--- src/rtl/alarm_sequencer_if.sv ---
// alarm_sequencer_if
//   Groups the alarm sequencer's control inputs and status outputs.
//   master : the driving side (clock top level / bench): drives tick, buzz,
//            alarm_on, snooze, dismiss; observes ring, snoozing, snooze_cnt,
//            timed_out.
//   slave  : the sequencer itself (directions reversed).
interface alarm_sequencer_if;
  logic       tick;
  logic       buzz;
  logic       alarm_on;
  logic       snooze;
  logic       dismiss;
  logic       ring;
  logic       snoozing;
  logic [3:0] snooze_cnt;
  logic       timed_out;

  modport master (
    output tick, buzz, alarm_on, snooze, dismiss,
    input  ring, snoozing, snooze_cnt, timed_out
  );

  modport slave (
    input  tick, buzz, alarm_on, snooze, dismiss,
    output ring, snoozing, snooze_cnt, timed_out
  );
endinterface

--- src/rtl/alarm_sequencer.sv ---
// alarm_sequencer
//   Turns the alarm comparator's level 'buzz' into a timed ring with snooze,
//   dismiss and auto-timeout. All timing counts 1 Hz 'tick' strobes.
//   Ports:
//     clk    : system clock, rising edge
//     rst_n  : asynchronous active-low reset
//     bus    : alarm_sequencer_if.slave
//              in : tick, buzz, alarm_on, snooze, dismiss
//              out: ring, snoozing, snooze_cnt[3:0], timed_out (all registered)
//   Optional build macro: BEEP_PATTERN_EN -- ring beeps 1 s on / 1 s off
//   (starting on) instead of staying steady for the whole ring.
module alarm_sequencer #(
  parameter int RING_SECS   = 60,
  parameter int SNOOZE_SECS = 300,
  parameter int MAX_SNOOZE  = 3
) (
  input logic             clk,
  input logic             rst_n,
  alarm_sequencer_if.slave bus
);
  localparam int LIM = (RING_SECS > SNOOZE_SECS) ? RING_SECS : SNOOZE_SECS;
  localparam int CW  = $clog2(LIM + 1);
  localparam logic [CW-1:0] RING_LAST   = CW'(RING_SECS - 1);
  localparam logic [CW-1:0] SNOOZE_LAST = CW'(SNOOZE_SECS - 1);
  localparam logic [3:0]    SNZ_MAX     = 4'(MAX_SNOOZE);

  typedef enum logic [1:0] {IDLE, RING, SNOOZE} state_t;

  state_t        state;
  logic [CW-1:0] counter;
  logic          buzz_q, snz_q, dis_q;
  logic          ring_r, snoozing_r, timed_out_r;
  logic [3:0]    snooze_cnt_r;
`ifdef BEEP_PATTERN_EN
  logic          phase;
`endif

  logic buzz_rise, snz_rise, dis_rise;
  assign buzz_rise = bus.buzz    & ~buzz_q;
  assign snz_rise  = bus.snooze  & ~snz_q;
  assign dis_rise  = bus.dismiss & ~dis_q;

  assign bus.ring       = ring_r;
  assign bus.snoozing   = snoozing_r;
  assign bus.snooze_cnt = snooze_cnt_r;
  assign bus.timed_out  = timed_out_r;

  // Outputs are updated on the same edge as the state they describe.
  always_ff @(posedge clk or negedge rst_n) begin
    if (!rst_n) begin
      state        <= IDLE;
      counter      <= '0;
      // Edge registers reset high: a level already high at release is not an edge.
      buzz_q       <= 1'b1;
      snz_q        <= 1'b1;
      dis_q        <= 1'b1;
      ring_r       <= 1'b0;
      snoozing_r   <= 1'b0;
      snooze_cnt_r <= 4'd0;
      timed_out_r  <= 1'b0;
`ifdef BEEP_PATTERN_EN
      phase        <= 1'b0;
`endif
    end else begin
      buzz_q      <= bus.buzz;
      snz_q       <= bus.snooze;
      dis_q       <= bus.dismiss;
      timed_out_r <= 1'b0;
      if (!bus.alarm_on) begin
        // Disable wins over everything else.
        state        <= IDLE;
        counter      <= '0;
        ring_r       <= 1'b0;
        snoozing_r   <= 1'b0;
        snooze_cnt_r <= 4'd0;
      end else begin
        unique case (state)
          IDLE: begin
            if (buzz_rise) begin
              state   <= RING;
              counter <= '0;
              ring_r  <= 1'b1;
`ifdef BEEP_PATTERN_EN
              phase   <= 1'b0;
`endif
            end
          end
          RING: begin
            if (dis_rise) begin
              state        <= IDLE;
              counter      <= '0;
              ring_r       <= 1'b0;
              snooze_cnt_r <= 4'd0;
            end else if (snz_rise && snooze_cnt_r < SNZ_MAX) begin
              state        <= SNOOZE;
              counter      <= '0;
              ring_r       <= 1'b0;
              snoozing_r   <= 1'b1;
              snooze_cnt_r <= snooze_cnt_r + 4'd1;
            end else if (bus.tick && counter == RING_LAST) begin
              state        <= IDLE;
              counter      <= '0;
              ring_r       <= 1'b0;
              snooze_cnt_r <= 4'd0;
              timed_out_r  <= 1'b1;
            end else if (bus.tick) begin
              counter <= counter + CW'(1);
`ifdef BEEP_PATTERN_EN
              // ring = ~phase_next, and phase_next = ~phase.
              phase   <= ~phase;
              ring_r  <= phase;
`endif
            end
          end
          SNOOZE: begin
            if (dis_rise) begin
              state        <= IDLE;
              counter      <= '0;
              snoozing_r   <= 1'b0;
              snooze_cnt_r <= 4'd0;
            end else if (bus.tick && counter == SNOOZE_LAST) begin
              state      <= RING;
              counter    <= '0;
              snoozing_r <= 1'b0;
              ring_r     <= 1'b1;
`ifdef BEEP_PATTERN_EN
              phase      <= 1'b0;
`endif
            end else if (bus.tick) begin
              counter <= counter + CW'(1);
            end
          end
          default: begin
            state        <= IDLE;
            counter      <= '0;
            ring_r       <= 1'b0;
            snoozing_r   <= 1'b0;
            snooze_cnt_r <= 4'd0;
          end
        endcase
      end
    end
  end
endmodule

--- src/flat_wrapper.sv ---
// flat-port wrapper written by rule: the top's interface ports become plain ports
module alarm_sequencer_flat 
#(
  parameter int RING_SECS   = 60,
  parameter int SNOOZE_SECS = 300,
  parameter int MAX_SNOOZE  = 3
)
  (clk, rst_n, bus_tick, bus_buzz, bus_alarm_on, bus_snooze, bus_dismiss, bus_ring, bus_snoozing, bus_snooze_cnt, bus_timed_out);
  alarm_sequencer_if bus_i ();
  input logic clk;
  input logic rst_n;
  input wire logic [$bits(bus_i.tick)-1:0] bus_tick;
  input wire logic [$bits(bus_i.buzz)-1:0] bus_buzz;
  input wire logic [$bits(bus_i.alarm_on)-1:0] bus_alarm_on;
  input wire logic [$bits(bus_i.snooze)-1:0] bus_snooze;
  input wire logic [$bits(bus_i.dismiss)-1:0] bus_dismiss;
  output wire logic [$bits(bus_i.ring)-1:0] bus_ring;
  output wire logic [$bits(bus_i.snoozing)-1:0] bus_snoozing;
  output wire logic [$bits(bus_i.snooze_cnt)-1:0] bus_snooze_cnt;
  output wire logic [$bits(bus_i.timed_out)-1:0] bus_timed_out;
  assign bus_i.tick = bus_tick;
  assign bus_i.buzz = bus_buzz;
  assign bus_i.alarm_on = bus_alarm_on;
  assign bus_i.snooze = bus_snooze;
  assign bus_i.dismiss = bus_dismiss;
  assign bus_ring = bus_i.ring;
  assign bus_snoozing = bus_i.snoozing;
  assign bus_snooze_cnt = bus_i.snooze_cnt;
  assign bus_timed_out = bus_i.timed_out;
  alarm_sequencer #(.RING_SECS(RING_SECS), .SNOOZE_SECS(SNOOZE_SECS), .MAX_SNOOZE(MAX_SNOOZE)) u_core (.clk(clk), .rst_n(rst_n), .bus(bus_i));
endmodule
--- config.mk ---
export PLATFORM = sky130hd
export DESIGN_NAME = alarm_sequencer_flat
export DESIGN_NICKNAME = d
export VERILOG_FILES = /design/src/rtl/alarm_sequencer_if.sv /design/src/rtl/alarm_sequencer.sv /design/src/flat_wrapper.sv
export SDC_FILE = /design/constraint.sdc
export NUM_CORES = 1
export LEC_CHECK = 0
export BUFFER_PORTS_ARGS = -buffer_cell sky130_fd_sc_hd__buf_2
export CORE_AREA = 2 2 63 65
export DETAILED_ROUTE_END_ITERATION = 10
export DIE_AREA = 0 0 65 67
export GPL_ROUTABILITY_DRIVEN = 0
export PLACE_DENSITY_LB_ADDON = 0.15
export SLEW_MARGIN = 20
export SYNTH_ARGS = -nofsm -noshare
export SYNTH_HDL_FRONTEND = slang
export SYNTH_SLANG_ARGS = --single-unit
--- constraint.sdc ---
create_clock -name clk -period 1.95 [get_ports clk]
set_input_delay 0 -clock clk [delete_from_list [all_inputs] [get_ports clk]]
set_output_delay 0 -clock clk [all_outputs]
set_load 0.01 [all_outputs]
Yosys cells after proc, flatten, opt, wreduce, memory -nomap -nowiden
Index checks and enable logic that the tools add are counted.

Multiplexer cells: 42. Divide/modulo/power cells: 0. Order comparisons: 1. Reductions and logical operators: 8. Equality and inequality tests: 13. Add/subtract/negate cells: 2. Bitwise operators: 6. Multipliers: 0. Shift-type cells: 0.

Operators by type and width (count): 2-to-1 mux 9 bit (8); one-hot mux 9 bit (3 select lines) (1); 2-to-1 mux 4 bit (5); 2-to-1 mux 1 bit (17); 2-to-1 mux 2 bit (7); != test 3 x 2 -> 1 bit (second input constant) (4); one-hot mux 4 bit (3 select lines) (1); adder 9 x 1 -> 9 bit (second input constant) (1); == test 9 x 6 -> 1 bit (second input constant) (1); == test 9 bit (second input constant) (1); AND reduction 4 bit (2); != test 3 bit (second input constant) (2); one-hot mux 1 bit (3 select lines) (2); one-hot mux 2 bit (3 select lines) (1); AND reduction 3 bit (2); != test 5 x 2 -> 1 bit (second input constant) (1); adder 4 x 1 -> 4 bit (second input constant) (1); less-than comparator 4 x 2 -> 1 bit (second input constant) (1); != test 4 x 2 -> 1 bit (second input constant) (1); bitwise AND 1 bit (3); logical AND 1 bit (3); inverter 1 bit (3); == test 2 x 1 -> 1 bit (second input constant) (1); == test 2 bit (second input constant) (1); 2 further kinds (2).

Latch bits: 0. Output and inout bits: 7. Bits of input ports: 7. Memories: 0. Register bits after elaboration: 21. RAM bits: 0. Word-level logic and storage cells: 81. Bits in read-only memories: 0.

Longest topological paths before layout
Depth after elaboration: 7. Gate-level depth with buffers: 7. Depth with buffers taken out: 7.

Worst setup path before layout
OpenSTA, ideal clock, no wires.

Path kind: register to register. Start point: register u_core.counter[2]. End point: register u_core.state[0]. Stages on the path, launching flop included: 6. Required time: 1.823 ns. Path slack: 0.074 ns. Path buffers: 0. Data arrival time: 1.748 ns. Period minus slack after synthesis: 1.876 ns. Setup time: 0.127 ns. Cell sequence: dfrtp_1 -> or3_1 -> or3_4 -> o2111ai_4 -> nand3_2 -> mux2_1.

Longest elaborated chain between the ends: 4. Elaborated cells between the ends (all ways): 7. Classes of those cells: eq/ne: 4; reduce/logical: 3.

RTL lines: from (decl) (line alarm_sequencer.sv:30) `logic [CW-1:0] counter;`; from (signal assigned) (line alarm_sequencer.sv:107) `counter <= counter + CW'(1);`; from (signal assigned) (line alarm_sequencer.sv:130) `counter <= counter + CW'(1);`; == test 9 x 6 -> 1 bit / == test 9 bit (equally long branches) (line alarm_sequencer.sv:100, alarm_sequencer.sv:121); logical AND 1 bit, on equally long branches (line alarm_sequencer.sv:100, alarm_sequencer.sv:121); != test 5 x 2 -> 1 bit (no source line) / != test 4 x 2 -> 1 bit (equally long branches); AND reduction 3 bit (no source line) (*); to (signal assigned) (line alarm_sequencer.sv:95) `state <= SNOOZE;`; to (signal assigned) (line alarm_sequencer.sv:101) `state <= IDLE;`; to (signal assigned) (line alarm_sequencer.sv:117) `state <= IDLE;`; to (decl) (line alarm_sequencer.sv:29) `state_t state;`.

Mark *: on every way between the ends. The rest lies on a longest branch, timed or not. A chain may end at the register's enable or synchronous reset.

Final worst setup path
Start point: register u_core.counter[0]. End point: register u_core.state[0].

The elaborated chain is that of the path after synthesis.

==> impl_metrics.tcl <==
set metrics [dict create \
    ant_nets 0 \
    p_leak_nw 0.725 \
    grt_start_max_net_pins 22 \
    vdd_drop_max_mv 0.314 \
    drtIter0Drc 53 \
    regArea_um2 529 \
    drv_slew 0 \
    n_fill_cell 372 \
    ys_seq_area_share_pct 42.9 \
    cpPeakStageDelay_ns 0.55 \
    ys_types 40 \
    cts-root-buf "clkbuf_8" \
    die_y_um 67 \
    worst_pin_slew_ns 0.495 \
    via_per_inst 5.32 \
    ioPinCount 14 \
    row_count 22 \
    clock.fmax_mhz 521 \
    min_path_type "in -> reg" \
    crit_type "reg -> reg" \
    routed_wl_um 3120 \
    critPathSlowestCell "or4_4" \
    ys.flop_type "dfrtp_1" \
    synth_area_leaders "dfrtp_1 37%, dfstp_2 6.4%, ha_1 6.1%" \
    fin_nets 175 \
    clock_skew_ns 0.00246 \
    syn2layout_area_growth_pct 32.0 \
    num_antenna_cells 0 \
    setup_viol 0 \
    setup_slack_ns 0.0318 \
    drc 0 \
    cp_cell_sequence "ha_2 -> nand3_2 -> or4_4 -> nand4_4 -> nand3_4 -> mux2_4" \
    core_area_um2 3610 \
    end_kind "flip-flop" \
    relSlewSlack_pct 66.9 \
    worstPathRequired_ns 2.10 \
    dieArea_um2 4360 \
    dr_total_vias 1111 \
    holdWs_ns 0.115 \
    clock_sinks 21 \
    die_x_um 65 \
    synth_cells 127 \
    antenna_found_initial 0 \
    layout_min_cycle_time_ns 1.92 \
    overflow 0 \
    drt_first_pass_iters 4 \
    p_per_area_nw_per_um2 730 \
    use_met3_pct 4.56 \
    grtUsageMet1_pct 21.3 \
    cts_buffer_depth 2 \
    fin_cells 209 \
    maxCapViolations 0 \
    grt_first_pass_wirelength_um 5380 \
    final_area_um2 1630 \
    hold_viol 0 \
    initial_core_util_pct 34.2 \
    syn-cell-area_um2 1230 \
    multi_input_area_um2 722 \
    status "completed" \
    cts_tree "done" \
    avgSynthCellArea_um2 9.70 \
    clkLatencyLatePin_ns 0.26 \
    place_area_um2 1460 \
    portBuffers 13 \
    grt_busiest_layer "met2" \
    dp_slack_ns 0.0416 \
    use_met2_pct 25.8 \
    htree_levels 1 \
    cp.arrival_ns 2.06 \
    gr-usage-all-layers_pct 16.2 \
    numCtsBuffers 3 \
    synth_warnings 0 \
    yosysTopAreaCell "dfrtp_1" \
    ys_seq_elements 21 \
    fin_crit_sh_pct 98.4 \
    yosysTopAreaCellShare_pct 36.5 \
    post-place-cells 200 \
    path_clk_slew_ns 0.08 \
    syn-num-nets 140 \
    crit_path_max_fanout 3 \
    synth_edf_count 0 \
    grt_pass1_vias 1094 \
    postSynth.asyncResetShare_pct 100 \
    critPathLaunchType "flip-flop" \
    wl_per_cell_um 14.9 \
    drive_gt1_share_pct 32.9 \
    dp_hpwl_um 2200 \
]
-- cells by family (layout without fill, tap and decap cells) --
| kind of cell | after synthesis | after routing | synth area share [%] |
|---|---|---|---|
| simple gates | 53 | 53 | 24.4 |
| compound gates | 26 | 26 | 16.7 |
| flops | 21 | 21 | 42.9 |
| buf+inv | 15 | 49 | 4.67 |
| fa+ha+maj | 6 | 6 | 6.09 |
| mux | 6 | 6 | 5.28 |
-- per-layer routing --
metal / vias up / share of wire, %
met1: 544 / 46
li1: 538 / -
met3: 6 / 3.1
met2: 23 / 49
met5: - / 0
met4: 0 / 2.2
-- where the power goes --
part / total, W / internal, W / switching, W
Sequential: 0.000485 / 0.000468 / 0.0000171
Clock: 0.000284 / 0.000145 / 0.000139
Combinational: 0.000419 / 0.000185 / 0.000234
Total: 0.00119 / 0.000798 / 0.000389
-- placed cells by master (no fill, tap or decap), types with 4 or more instances in the layout --
cell	synthesis	routed
nand4_1	8	8
nand2_1	8	8
a31oi_1	5	4
ha_1	6	4
nand2b_1	4	4
nand3_1	9	7
inv_1	12	12
dfrtp_1	18	18
buf_4	0	16
dlygate4sd3_1	0	4
and2_1	4	4
nor2_1	9	9
buf_2	1	13
-- critical path, delay by kind of cell, from the launching register on --
kind,cells,cell delay [ns]
fa+ha+maj,1,0.22
flops,1,0.38
mux,1,0.33
simple gates,4,0.89
-- cell usage after synthesis, types with 2 or more instances --
library cell  count
o211ai_1          2
nand2_1           8
nor2_1            9
a21o_1            2
o21ai_1           2
ha_1              6
clkbuf_1          2
nand4_1           8
mux2i_1           2
and2_1            4
a31oi_1           5
a21oi_1           2
nand2b_1          4
nand3_1           9
dfstp_2           3
dfrtp_1          18
inv_1            12
o311ai_1          2
mux2_1            4
o22ai_1           3
-- registers in the layout, summed over array words and instances (netlist names) --
register,flops
u_core.bus.snooze_cnt,4
u_core.snz_q,1
u_core.bus.timed_out,1
u_core.bus.ring,1
u_core.state,2
u_core.bus.snoozing,1
u_core.buzz_q,1
u_core.counter,9
u_core.dis_q,1
-- what timing repair did --
action / in CTS / in global routing
setup buffers: 0 / 1
endpoints found under the hold margin: 21 / 0
hold buffers: 4 / 0
setup endpoints to repair: 0 / 12
resized for setup: 0 / 15
-- metrics by stage --
step | util, % | total power, W | setup TNS [ns]
3_3_place_gp | 40.4 | 0.000841 | 0
4_1_cts | 42.8 | 0.00115 | 0
3_5_place_dp | 40.4 | 0.000851 | 0
5_1_grt | 45.1 | 0.00127 | -0.0797
2_1_floorplan | - | 0.000707 | 0
6_report | 45.1 | 0.00119 | 0
-- cell type report --
cell class	count	area share, %
multi-input combinational	91	44.4
inverter	12	2.77
tap	48	3.69
sequential	21	32.5
timing repair buffer	33	13.8
clock buffer	4	2.77
-- final timing paths --
path	startpoint	to	slack (ns)	depth (start not counted)
max in group asynchronous	rst_n	u_core.dis_q	1.37	2
max reg2reg	u_core.counter[0]	u_core.state[0]	0.03	6
max	u_core.counter[0]	u_core.state[0]	0.03	6
min in group asynchronous	rst_n	u_core.bus.snoozing	0.23	2
min reg2reg	u_core.bus.ring	u_core.bus.ring	0.53	1
min	bus_tick	u_core.counter[0]	0.11	3
Note: power is estimated with default switching activity, not from simulation.
